===== config.mk =====
export PLATFORM = sky130hd
export DESIGN_NAME = bus_reader
export DESIGN_NICKNAME = d
export VERILOG_FILES = /design/src/rtl/bus_reader.sv
export SDC_FILE = /design/constraint.sdc
export NUM_CORES = 1
export LEC_CHECK = 0
export BUFFER_PORTS_ARGS = -buffer_cell sky130_fd_sc_hd__buf_4
export CAP_MARGIN = 30
export CORE_MARGIN = 4
export CORE_UTILIZATION = 30
export DETAILED_ROUTE_END_ITERATION = 10
export PLACE_DENSITY = 0.44
export REMOVE_ABC_BUFFERS = 1
export SLEW_MARGIN = 10
export SYNTH_ARGS = -nofsm -noshare
export SYNTH_HDL_FRONTEND = slang
export SYNTH_SLANG_ARGS = --single-unit

===== constraint.sdc =====
create_clock -name clk -period 2.8 [get_ports clk]
set_input_delay 0 -clock clk [delete_from_list [all_inputs] [get_ports clk]]
set_output_delay 0 -clock clk [all_outputs]
set_load 0.01 [all_outputs]

===== src/rtl/bus_reader.sv =====
`default_nettype none
// ============================================================================
// bus_reader : round-robin tri-state bus arbiter with capture FIFO   (rev 1.0)
// ============================================================================
module bus_reader #(
    parameter int WIDTH = 4,
    parameter int NSRC  = 4,
    parameter int DEPTH = 4,
    localparam int SW   = (NSRC > 1) ? $clog2(NSRC) : 1,
    localparam int CW   = $clog2(DEPTH + 1)
) (
    input  logic             clk,
    input  logic             rst_n,
    input  logic [NSRC-1:0]  req,
    output logic [NSRC-1:0]  en,
    output logic [NSRC-1:0]  ack,
    input  logic [WIDTH-1:0] bus_in,
    output logic [WIDTH-1:0] out_data,
    output logic [SW-1:0]    out_src,
    output logic             out_valid,
    input  logic             out_ready,
    output logic [CW-1:0]    count,
    output logic             busy
);

    localparam int PW = (DEPTH > 1) ? $clog2(DEPTH) : 1;

    localparam logic [1:0] S_IDLE    = 2'd0;
    localparam logic [1:0] S_DRIVE   = 2'd1;
    localparam logic [1:0] S_CAPTURE = 2'd2;
    localparam logic [1:0] S_TURN    = 2'd3;

    logic [1:0]      state_q, state_d;
    logic [SW-1:0]   sel_q, sel_d;
    logic [SW-1:0]   last_q, last_d;
    logic [NSRC-1:0] en_q, en_d;
    logic [NSRC-1:0] ack_q, ack_d;

    logic [WIDTH-1:0] data_q [DEPTH];
    logic [SW-1:0]    src_q  [DEPTH];
    logic [PW-1:0]    wr_q, rd_q;
    logic [CW-1:0]    count_q;

    logic            grant_found;
    logic [SW-1:0]   grant_idx;
    logic [SW-1:0]   cand;
    logic            push, pop;

    // Cyclic search starting one past the last winner gives strict round-robin.
    always_comb begin
        grant_found = 1'b0;
        grant_idx   = '0;
        cand        = '0;
        for (int k = 1; k <= NSRC; k++) begin
            cand = SW'((int'(last_q) + k) % NSRC);
            if (!grant_found && req[cand]) begin
                grant_found = 1'b1;
                grant_idx   = cand;
            end
        end
    end

    always_comb begin
        state_d = state_q;
        sel_d   = sel_q;
        last_d  = last_q;
        en_d    = en_q;
        ack_d   = '0;
        case (state_q)
            S_IDLE: begin
                en_d = '0;
                // A free slot is reserved up front, so the capture can never overflow.
                if (grant_found && (count_q < CW'(DEPTH))) begin
                    state_d = S_DRIVE;
                    sel_d   = grant_idx;
                    last_d  = grant_idx;
                    en_d    = NSRC'(1) << grant_idx;
                end
            end
            S_DRIVE: begin
                state_d = S_CAPTURE;
                ack_d   = NSRC'(1) << sel_q;
            end
            S_CAPTURE: begin
                state_d = S_TURN;
                en_d    = '0;
            end
            S_TURN: begin
                state_d = S_IDLE;
                en_d    = '0;
            end
            default: begin
                state_d = S_IDLE;
                en_d    = '0;
            end
        endcase
    end

    always_ff @(posedge clk or negedge rst_n) begin
        if (!rst_n) begin
            state_q <= S_IDLE;
            sel_q   <= '0;
            last_q  <= SW'(NSRC - 1);
            en_q    <= '0;
            ack_q   <= '0;
        end else begin
            state_q <= state_d;
            sel_q   <= sel_d;
            last_q  <= last_d;
            en_q    <= en_d;
            ack_q   <= ack_d;
        end
    end

    assign push = (state_q == S_CAPTURE);
    assign pop  = (count_q != '0) && out_ready;

    always_ff @(posedge clk or negedge rst_n) begin
        if (!rst_n) begin
            for (int i = 0; i < DEPTH; i++) begin
                data_q[i] <= '0;
                src_q[i]  <= '0;
            end
            wr_q    <= '0;
            rd_q    <= '0;
            count_q <= '0;
        end else begin
            if (push) begin
                data_q[wr_q] <= bus_in;
                src_q[wr_q]  <= sel_q;
                wr_q         <= wr_q + PW'(1);
            end
            if (pop) begin
                rd_q <= rd_q + PW'(1);
            end
            if (push && !pop) begin
                count_q <= count_q + CW'(1);
            end else if (!push && pop) begin
                count_q <= count_q - CW'(1);
            end
        end
    end

    // Gating with rst_n lets the bus float the instant reset asserts.
    assign en        = en_q & {NSRC{rst_n}};
    assign ack       = ack_q;
    assign out_data  = data_q[rd_q];
    assign out_src   = src_q[rd_q];
    assign out_valid = (count_q != '0);
    assign count     = count_q;
    assign busy      = (state_q != S_IDLE);

endmodule
`default_nettype wire


## Word-level counts from Yosys, hierarchy flattened

Cells that the tools add are included.

- Reductions and logical operators: 20
- Equal/unequal tests: 4
- Shifts and indexed selects: 2
- Order comparisons: 8
- Bitwise gates (word level): 3
- Add/sub/neg operators: 8
- Muxes and demuxes: 35

Operators with widths:

| kind | number |
|---|---|
| $mux 4 | 5 |
| $bwmux 16 | 1 |
| $mux 2 | 8 |
| $lt 2x3->1 const B | 4 |
| $add 2x1->2 const B | 4 |
| $bmux 1 s2 | 4 |
| $bmux 4 s2 | 1 |
| $bwmux 8 | 1 |
| $demux 4 s2 | 1 |
| $logic_and 1x1->1 | 8 |
| $mux 1 | 8 |
| $pmux 2 s4 | 1 |
| $pmux 4 s2 | 1 |
| $shl 1x2->4 const A | 2 |
| $ge 3x3->1 const B | 2 |
| $mux 3 | 2 |
| $not 2->3 | 2 |
| $reduce_bool 2->1 | 3 |
| $logic_not 1->1 | 5 |
| $add 2x2->2 const B | 2 |
| $and 4x4->4 | 1 |
| $bmux 2 s2 | 1 |
| $demux 2 s2 | 1 |
| $eq 2x2->1 const B | 2 |
| other kinds (10) | 10 |

- Word-level logic and storage cells: 96
- Bits of input ports: 11
- Register bits after elaboration: 45
- Output and inout port bits: 19

## Longest topological paths before layout

- Word-level depth: 16
- Mapped depth: 8
- Gate-level depth less buffers: 8

## Worst setup path before layout

Ideal clock, no wire load.

- Path type: register to register
- Start point: register count_q[1], in the netlist count[1]
- End point: register count_q[2], in the netlist count[2]
- Cell stages (with the launch flop): 9
- Path slack: 0.741 ns
- Period minus slack after synthesis: 2.059 ns
- Setup time: 0.079 ns
- Arrival time: 1.980 ns
- Path buffers: 0
- Path through: dfrtp_1 -> or3_1 -> nand2_1 -> ha_1 -> inv_1 -> fa_1 -> xor2_1 -> nor2_1 -> xor2_1

- Word-level cells in the longest chain between the ends: 5
- Elaborated cells between the ends (all ways): 10
- Classes of those cells: add/sub (2); mux (2); reduce/logical (6)

RTL lines:

| what | RTL line | RTL |
|---|---|---|
| start, declared | 42 | `logic [CW-1:0] count_q;` |
| start signal, assigned | 137 | `count_q <= count_q + CW'(1);` |
| start signal, assigned | 139 | `count_q <= count_q - CW'(1);` |
| $reduce_bool 3->1 (*) | n/a |  |
| via out_valid | 20 | `output logic out_valid,` |
| $logic_and 1x1->1 (*) | 116 | `assign pop = (count_q != '0) && out_ready;` |
| $logic_not 1->1 | 136 | `if (push && !pop) begin` |
| $logic_and 1x1->1 | 136 |  |
| $mux 3 / $reduce_bool 2->1 (equally long branches) | n/a |  |

The timed path passes the listed nets; every way through them passes the cells marked *. The select of a mux whose other input is x is not followed.
A chain may end at the register's enable or synchronous reset.

## Final worst setup path

- Start point: register state_q[0]
- End point: register count_q[2], in the netlist count[2]

- Word-level cells in the longest chain between the ends: 4
- Elaborated cells between the ends (all ways): 6
- Classes of those cells: eq/ne (1); mux (1); reduce/logical (4)

RTL lines:

| what | RTL line | RTL |
|---|---|---|
| start, declared | 33 | `logic [1:0] state_q, state_d;` |
| start signal, assigned | 107 | `state_q <= state_d;` |
| $eq 2x2->1 (*) | 115 | `assign push = (state_q == S_CAPTURE);` |
| $logic_not 1->1 | 138 | `end else if (!push && pop) begin` |
| $logic_and 1x1->1 | 138 |  |
| $reduce_bool 2->1 (no line) | n/a |  |

Every way passes the cells marked *; elsewhere a longest branch is shown, timed or not.

==> results.yml <==
status:
  outcome: "complete, no violations"
placement:
  dp_hpwl_mm: 3.15
  io_buffer_count: 29
  placed_cells_incl_taps: 288
  place_congestion: 0.810
timing:
  finalHoldViolCount: 0
  tightest_slew_ns: 0.603
  setup_tns_ns: 0
  max_freq_mhz: 468
  setup_violations: 0
  maxSlewViolCount: 0
  period_share_pct: 76.4
  rsz0062_at_grt: "false"
  clock_skew_ns: 0.00569
  period_needed_ns: 2.14
  relSlewSlack_pct: 59.8
critical_path:
  path_max_fanout: 10
  cp.buffers_inverters: 2
  path_class: "flip-flop to flip-flop"
  cp-end-kind: "flip-flop"
  cpMaxStageDelayCell: "dfrtp_1"
  crit_required_ns: 3.03
  critPathTopFamily: "adder cells"
  crit_chain: "inv_1 > ha_1 > ha_1 > inv_1 > fa_1 > xor2_1 > nor2_1 > xor2_1"
  critPathLaunchType: "flip-flop"
  cp.arrival_ns: 2.37
  cp_slowest_stage_delay_ns: 0.42
synth:
  ys_warn_count: 0
  yosysMostFrequentCell: "dfrtp_1"
  synth_top_cell_by_area: "dfrtp_1"
  syn_area_mm2: 0.00213
  ys_top_cells_by_count: "dfrtp_1 (43), mux2_2 (21), nand2_1 (14)"
  synth_top_area_share_pct: 50.6
  synth-seq-cells: 45
  yosysSeqAreaShare_pct: 53.1
  synth-edff-count: 0
  synth.distinct_cells: 32
  netlist_top_cells_area: "dfrtp_1 (51%), mux2_2 (11%), ha_1 (6.5%)"
  ys_async_sr_fraction_pct: 100
  avgSynthCellArea_um2: 12.7
  syn_inst: 167
  synth_top_flop_cell: "dfrtp_1"
run:
  maxCapViolCount: 0
floorplan:
  dieHeight_um: 92.2
  core_area_mm2: 0.00683
  io_pins: 30
  rows: 30
  die_w_um: 92.2
  start_util_pct: 31.1
  die-area_mm2: 0.00850
clocking:
  clockBufferDepth: 2
  cts_tree: "done"
  cts_root_buffer: "clkbuf_8"
  cts_buffers: 5
  cts_sinks: 45
  clock_latency_ns: 0.30
  cts_resized: 0
  cts_max_level: 2
  clk_pin_slew_ns: 0.09
global_route:
  first_global_vias: 1469
  grt_max_degree: 50
  grt.overflow.total: 0
  grt_pass1_wl_mm: 7.30
  grtUsageTotal_pct: 11.2
  grt_antenna_before_repair: 0
final_layout:
  diodes: 0
  fin_util_pct: 38.3
  instances_no_fill: 302
  fill_cells: 690
  final_layout_size_suffix_gt1_share_pct: 33.5
  finish.net_count: 228
  area_growth_pct: 23.1
drt:
  drc: 0
  vias: 1370
  first_pass_iters: 4
  totalWireLength_mm: 4.44
  wl_per_cell_um: 14.7
  drtIter0Drc: 49
  viasPerCell: 4.54
  final_antenna_net_count: 0
power:
  p_leak_uw: 0.00119
  ir_drop_mv: 0.380
  powerDensity_mw_per_mm2: 1160
min_path:
  holdCritPathClass: "input port to flip-flop"
power breakdown:
| part | internal, uW | switching [uW] | total (uW) |
|---|---|---|---|
| clock network | 268 | 234 | 502 |
| registers | 975 | 271 | 1250 |
| logic | 712 | 570 | 1280 |
worst min-delay path: cells and delay by family:
kind / cells / cell delay [ns]
AO/OA/AOI/OAI: 2 / 0.16
buffers and inverters: 1 / 0.12
AND/OR/NAND/NOR: 2 / 0.23
registers in the layout, summed over array words and instances, names as in the netlist:
| signal | cells |
|---|---|
| ack | 4 |
| count | 3 |
| data_q | 16 |
| en_q | 4 |
| last_q | 2 |
| rd_q | 2 |
| sel_q | 2 |
| src_q | 8 |
| state_q | 2 |
| wr_q | 2 |
layout by cell type (no fill, tap or decap), types with 2 or more instances in the layout:
cell / Yosys / routed
nand2_1: 14 / 14
xnor2_1: 3 / 3
inv_1: 9 / 9
mux2_2: 21 / 21
o21ai_0: 12 / 12
xor2_1: 3 / 3
nand3_1: 2 / 2
buf_4: 0 / 29
and3_1: 2 / 2
and2_1: 4 / 4
clkbuf_8: 0 / 5
a21oi_1: 4 / 4
nand2b_1: 3 / 3
ha_1: 11 / 11
dfstp_2: 2 / 2
dlygate4sd3_1: 0 / 6
mux4_2: 6 / 6
nor2_1: 8 / 8
dfrtp_1: 43 / 43
a22o_1: 2 / 2
nor3_1: 2 / 2
a211oi_2: 2 / 2
through the flow:
stage	total power (uW)	cell area (um^2)	hold WS, ns	worst slack (ns)
floorplan	2050	2110	-0.296	0.740
global placement	2480	2450	0.0396	0.772
detailed placement	2560	2450	0.0552	0.667
CTS	3080	2620	0.205	0.612
global route	3260	2620	0.214	0.457
finish	3030	2620	0.217	0.662
kinds of logic after synthesis:
group | synth area share (%)
xor+xnor | 2.47
buf+inv | 2.41
mux | 18.0
fa+ha+maj | 7.42
simple gates | 9.77
compound gates | 6.89
flops | 53.1
per-layer routing:
| metal | vias up | wire [um] | track usage (%) |
|---|---|---|---|
| li1 | 656 | - | - |
| met1 | 676 | 2050 | 14.2 |
| met2 | 27 | 2070 | 17.5 |
| met3 | 11 | 201 | 3.04 |
| met4 | 0 | 124 | 5.57 |
| met5 | - | 0 | 0 |
path summary, 6_finish.rpt:
kind	to	cells past startpoint	slack, ns	from
max reg2reg	count[2]	8	0.66	state_q[0]
max	count[2]	8	0.66	state_q[0]
min	last_q[1]	5	0.22	req[2]
min reg2reg	ack[0]	1	0.48	sel_q[1]
min in group asynchronous	en_q[0]	2	0.25	rst_n
max in group asynchronous	count[2]	2	2.15	rst_n
layout make-up:
cell class                 count  area (um^2)  area share (%)
sequential                    45         1130            43.1
multi-input combinational    109          946            36.1
timing repair buffer          35          278            10.6
tap                           96          120            4.59
clock buffer                   6         72.6            2.77
clock inverter                 2         38.8            1.48
inverter                       9         33.8            1.29
what timing repair did:
item / 4_1_cts / 5_1_grt
endpoints found under the hold margin: 61 / 0
hold buffers: 6 / 0
setup endpoints to repair: 0 / 0
setup buffers: 0 / 0
(Power assumes the default switching activity.)
